**config.mk**
```make
export PLATFORM = sky130hd
export DESIGN_NAME = pc_sequencer
export DESIGN_NICKNAME = d
export VERILOG_FILES = /design/src/rtl/cpu_pkg.sv /design/src/rtl/pc_redirect_mux.sv /design/src/rtl/pc_sequencer.sv
export SDC_FILE = /design/constraint.sdc
export NUM_CORES = 1
export LEC_CHECK = 0
export BUFFER_PORTS_ARGS = -buffer_cell sky130_fd_sc_hd__buf_2
export CAP_MARGIN = 20
export CORE_ASPECT_RATIO = 0.5
export CORE_MARGIN = 3
export CORE_UTILIZATION = 30
export DETAILED_ROUTE_END_ITERATION = 10
export PLACE_DENSITY = 0.53
export SETUP_SLACK_MARGIN = 0.2
export SLEW_MARGIN = 20
export SYNTH_ARGS = -nofsm -noshare
export SYNTH_HDL_FRONTEND = slang
export SYNTH_HIERARCHICAL = 1
export SYNTH_SLANG_ARGS = --single-unit
```
**constraint.sdc**
```tcl
create_clock -name clk_i -period 3.6 [get_ports clk_i]
set_input_delay 0.72 -clock clk_i [delete_from_list [all_inputs] [get_ports clk_i]]
set_output_delay 0.72 -clock clk_i [all_outputs]
set_load 0.005 [all_outputs]
```
**src/rtl/cpu_pkg.sv**
```systemverilog
// Shared CPU constants and enumerations used by the next-PC sequencer.
package cpu_pkg;

   localparam int unsigned XLEN       = 32;
   localparam logic [31:0] RESET_PC   = 32'h0000_0000;
   localparam int unsigned INSN_BYTES = 4;

   typedef enum logic [1:0] {
      IDLE     = 2'd0,
      BOOT     = 2'd1,
      RUN      = 2'd2,
      WAIT_MEM = 2'd3
   } pcseq_state_t;

   typedef enum logic [1:0] {
      SRC_SEQ    = 2'd0,
      SRC_PEND   = 2'd1,
      SRC_JUMP   = 2'd2,
      SRC_BRANCH = 2'd3
   } redir_src_t;

endpackage

```
**src/rtl/pc_redirect_mux.sv**
```systemverilog
// Priority select of the next fetch address (branch > jump > pending > sequential)
// together with the IF/ID and ID/EX flush requests.
import cpu_pkg::*;

module pc_redirect_mux (
   input  logic            branch_i,
   input  logic [XLEN-1:0] branch_target_i,
   input  logic            jump_i,
   input  logic [XLEN-1:0] jump_target_i,
   input  logic            pend_v_i,
   input  logic [XLEN-1:0] pend_pc_i,
   input  logic [XLEN-1:0] pc_cur_i,
   output logic [XLEN-1:0] target_o,
   output redir_src_t      src_o,
   output logic            if_flush_o,
   output logic            id_flush_o
);

   always_comb begin
      target_o   = pc_cur_i + XLEN'(INSN_BYTES);
      src_o      = SRC_SEQ;
      if_flush_o = 1'b0;
      id_flush_o = 1'b0;
      if (branch_i) begin
         target_o   = branch_target_i;
         src_o      = SRC_BRANCH;
         if_flush_o = 1'b1;
         id_flush_o = 1'b1;
      end else if (jump_i) begin
         target_o   = jump_target_i;
         src_o      = SRC_JUMP;
         if_flush_o = 1'b1;
      end else if (pend_v_i) begin
         target_o   = pend_pc_i;
         src_o      = SRC_PEND;
      end
   end

endmodule

```
**src/rtl/pc_sequencer.sv**
```systemverilog
// Next-PC controller: boot/run FSM, stall merging and deferred jump redirect.
// Optional performance counters are built when PC_SEQ_PERF_EN is defined.
import cpu_pkg::*;

module pc_sequencer (
   input  logic            clk_i,
   input  logic            rst_i,
   input  logic            start_i,
   input  logic [XLEN-1:0] pc_cur_i,
   input  logic            imem_ready_i,
   input  logic            hazard_stall_i,
   input  logic            jump_i,
   input  logic [XLEN-1:0] jump_target_i,
   input  logic            branch_i,
   input  logic [XLEN-1:0] branch_target_i,
   output logic [XLEN-1:0] pc_next_o,
   output logic            pc_we_o,
   output logic            if_flush_o,
   output logic            id_flush_o,
   output logic            busy_o
`ifdef PC_SEQ_PERF_EN
   ,
   input  logic            perf_clr_i,
   output logic [31:0]     perf_stall_cnt_o,
   output logic [31:0]     perf_redirect_cnt_o
`endif
);

   pcseq_state_t    state, state_nxt;
   logic            pend_v;
   logic [XLEN-1:0] pend_pc;
   logic            pend_set, pend_clr;
   logic            apply_redir;
   logic            active;

   logic [XLEN-1:0] mux_target;
   redir_src_t      mux_src;
   logic            mux_if_flush, mux_id_flush;

   pc_redirect_mux u_mux (
      .branch_i        (branch_i),
      .branch_target_i (branch_target_i),
      .jump_i          (jump_i),
      .jump_target_i   (jump_target_i),
      .pend_v_i        (pend_v),
      .pend_pc_i       (pend_pc),
      .pc_cur_i        (pc_cur_i),
      .target_o        (mux_target),
      .src_o           (mux_src),
      .if_flush_o      (mux_if_flush),
      .id_flush_o      (mux_id_flush)
   );

   always_ff @(posedge clk_i) begin
      if (rst_i) begin
         state   <= IDLE;
         pend_v  <= 1'b0;
         pend_pc <= '0;
      end else begin
         state <= state_nxt;
         if (pend_set) begin
            pend_v  <= 1'b1;
            pend_pc <= jump_target_i;
         end else if (pend_clr) begin
            pend_v  <= 1'b0;
         end
      end
   end

   always_comb begin
      state_nxt   = state;
      pc_next_o   = RESET_PC;
      pc_we_o     = 1'b0;
      if_flush_o  = 1'b0;
      id_flush_o  = 1'b0;
      pend_set    = 1'b0;
      pend_clr    = 1'b0;
      apply_redir = 1'b0;
      active      = 1'b0;
      case (state)
         IDLE: begin
            if (start_i) state_nxt = BOOT;
         end
         BOOT: begin
            pc_we_o   = 1'b1;
            state_nxt = RUN;
         end
         RUN, WAIT_MEM: begin
            if (!start_i) begin
               // Leaving RUN abandons any deferred jump; restart reboots at RESET_PC.
               pc_next_o = pc_cur_i;
               pend_clr  = 1'b1;
               state_nxt = IDLE;
            end else begin
               active      = 1'b1;
               if_flush_o  = mux_if_flush;
               id_flush_o  = mux_id_flush;
               pc_we_o     = (imem_ready_i & ~hazard_stall_i) | branch_i;
               pc_next_o   = pc_we_o ? mux_target : pc_cur_i;
               apply_redir = pc_we_o & (mux_src != SRC_SEQ);
               if (branch_i)
                  pend_clr = 1'b1;
               else if (jump_i && !pc_we_o)
                  pend_set = 1'b1;
               else if (apply_redir)
                  pend_clr = 1'b1;
               if (state == RUN) begin
                  if (!imem_ready_i && !branch_i) state_nxt = WAIT_MEM;
               end else if (imem_ready_i) begin
                  state_nxt = RUN;
               end
            end
         end
         default: state_nxt = IDLE;
      endcase
   end

   assign busy_o = (state != IDLE);

`ifdef PC_SEQ_PERF_EN
   always_ff @(posedge clk_i) begin
      if (rst_i || perf_clr_i) begin
         perf_stall_cnt_o    <= '0;
         perf_redirect_cnt_o <= '0;
      end else begin
         if (active && !pc_we_o && perf_stall_cnt_o != 32'hFFFF_FFFF)
            perf_stall_cnt_o <= perf_stall_cnt_o + 32'd1;
         if (apply_redir && perf_redirect_cnt_o != 32'hFFFF_FFFF)
            perf_redirect_cnt_o <= perf_redirect_cnt_o + 32'd1;
      end
   end
`else
   logic unused_active;
   assign unused_active = active;
`endif

endmodule

```
==> flow_summary.toml <==
[min_path]
min_to = "pend_pc[30]"
worstHoldPathType = "reg2reg"
min_delay_path_depth = 2
hold_start = "pend_pc[30]"

[worst_setup_path]
path_class = "in2out"
start_kind = "primary input"
crit_arrival_ns = 2.48
required_ns = 2.88
cp_max_fo = 5
worst-r2r-cell-count = 4
reg2reg_slack_ns = 1.65
worst_r2r_startpoint = "state[1]"
r2r_end = "pend_pc[15]"
endpoint_kind = "primary output"

[drt]
drt-wirelength-per-cell_um = 16.2
drc = 0
drt_iter0_drc = 247
postRouteAntennaNets = 0
vias = 3928
vias_per_cell = 5.04
firstDrtPassIters = 5
drt_wl_total_um = 12600

[finish]
fin_nets = 719
postLayoutCellArea_um2 = 4680
area_growth_pct = 25.0
antennaDiodeCount = 0
fin_cells = 780
drive_gt1_share_pct = 28.0

[placement]
hpwl_um = 9490
dp_cells = 773
io_buffers = 138
gp_congestion = 0.829
placed_area_um2 = 4530

[floorplan]
core_area_um2 = 12000
row_count = 28
dieWidth_um = 164
dieArea_um2 = 13900
fp.dieH_um = 85.0
start_util_pct = 31.2
pin_count = 139

[yosys]
synth_simple_gate_area_share_pct = 33.3
syn_nets = 602
synth_top_flop_cell = "dfxtp_1"
syn_area_per_cell_um2 = 7.51
synth_compound_area_share_pct = 16.2
synth_most_common_cell = "nand2_1"
synth_cell_types = 55
synth_area_leaders = "dfxtp_1 19%, mux2i_1 18%, nand2b_1 11%"
synthTopCellsByCount = "108 x nand2_1, 67 x mux2i_1, 66 x nand2b_1"
synth_seq_cells = 35
synthArstFlopShare_pct = 0
netlist.area_leader.share_pct = 18.7
netlist_area_um2 = 3740
yosys.area_share.adder_pct = 0.334
yosysTopAreaCell = "dfxtp_1"
ys_seq_area_share_pct = 18.7
synth_xor_area_share_pct = 6.09
synthCells = 498
synth_enable_flop_cells = 0
synthMuxAreaShare_pct = 17.9
synth_top_family_by_area = "simple AND/OR/NAND/NOR gates"
yosysWarningCount = 6

[clocking]
htree_levels = 2
holdBufCountCts = 0
cts-root-buf = "clkbuf_16"
clk_pin_slew_ns = 0.06
clock-sinks = 35
clockBufferDepth = 2
cts_buffers = 5
tritoncts = "yes"
insertion_delay_ns = 0.28

[power_and_ir_drop]
seq_power_share_pct = 34.4
p_sw_share_pct = 30.3
powerDensity_nw_per_um2 = 249
peakVddDrop_uv = 167
leakage_nw = 1.91
internal_power_uw = 811
p_comb_share_pct = 28.2
p_clk_share_pct = 37.4
power_switching_uw = 353

[global_route]
grt_pass1_vias = 3745
grt_usage_pct = 17.7
antenna_found_initial = 1
grt_pass1_wl_um = 19700
grt_remaining_overflow = 0
grt_max_degree = 69

[sta]
rsz0062_at_grt = "no"
period_minus_slack_ns = 3.20
tightest_slew_ns = 0.856
slew_violations = 0
max-slew-margin-rel_pct = 43.0
fin_crit_sh_pct = 88.8
fmax_mhz = 313
setup-tns-final_ns = 0
fin_skew_ns = 0.00497
hold_viol = 0
finalSetupViolCount = 0

[flow_run]
maxCapViolCount = 0

[outcome]
status = "finished clean"
## cells in the final DEF (no fill, tap or decap), types with 6 or more instances in the layout
cell type and n:
a21oi_1 13, a221oi_1 7, a22oi_1 12, a2bb2oi_1 7
and3_1 9, buf_2 138, buf_4 12, dfxtp_1 34
mux2i_1 67, nand2_1 108, nand2b_1 66, nand3_1 7
nand4_1 10, nor2_1 11, o21ai_0 12, o221ai_1 11
xnor2_1 6, xor2_1 20
## through the flow
stage	worst slack (ns)	total power [mW]	hold slack (ns)	util [%]
3_3_place_gp	0.372	0.736	0.456	37.8
6_report	0.404	1.16	0.467	39.0
3_5_place_dp	0.381	0.738	0.465	37.8
2_1_floorplan	0.778	0.592	0.444	-
4_1_cts	0.352	1.18	0.474	39.0
5_1_grt	0.240	1.23	0.488	39.0
## worst max-delay path: stages
cell       delay [ns]
buf_2            0.12
ha_2             0.22
nand4_1          0.20
or4_1            0.54
xnor2_1          0.16
nand2_1          0.07
a2bb2oi_1        0.13
nand2_1          0.07
mux2i_1          0.12
buf_2            0.12
## cell families after synthesis
logic type | after synthesis
muxes | 67
adders and majority gates | 1
buffers and inverters | 49
and+or+nand+nor | 236
xor gates and xnor gates | 26
AOI/OAI and AO/OA | 84
DFF | 35
## worst max-delay path by stage
stage | start | endpoint | slack, ns
detailed placement | pc_cur_i[2] | pc_next_o[14] | 0.38
global route | pc_cur_i[2] | pc_next_o[12] | 0.24
CTS | pc_cur_i[2] | pc_next_o[14] | 0.35
floorplan | pc_cur_i[2] | pc_next_o[14] | 0.78
global placement | pc_cur_i[2] | pc_next_o[14] | 0.37
finish | pc_cur_i[2] | pc_next_o[14] | 0.40
## sequential cells by signal, indices dropped and copies added, names as in the netlist
register and count:
pend_pc 32, state 2, pend_v 1
## power groups by stage
stage / clock network (mW) / registers (mW) / logic, mW
after floorplan: 0 / 0.401 / 0.191
final: 0.435 / 0.401 / 0.328
after detailed placement: 0 / 0.410 / 0.328
after global routing: 0.466 / 0.402 / 0.363
after CTS: 0.445 / 0.401 / 0.330
after global placement: 0 / 0.409 / 0.327
## layer usage
metal | GRT usage [%] | part of all wire (%)
met1 | 23.9 | 47
met4 | 2.61 | 0.63
met5 | 0 | 0.056
met2 | 29.8 | 46
met3 | 3.71 | 5.8
## final cells by class
cell class / instances / area [um2]
Tap cell: 165 / 206
Timing Repair Buffer: 152 / 821
Clock buffer: 6 / 139
Sequential cell: 35 / 702
Fill cell: 1316 / 7310
Multi-Input combinational cell: 414 / 2780
Inverter: 7 / 26.3
Clock inverter: 1 / 5.00
## timing repair
item / in CTS / in global routing
setup buffers: 0 / 0
setup endpoints to repair: 0 / 4
gates resized for setup: 0 / 1
(Power assumes the default switching activity.)
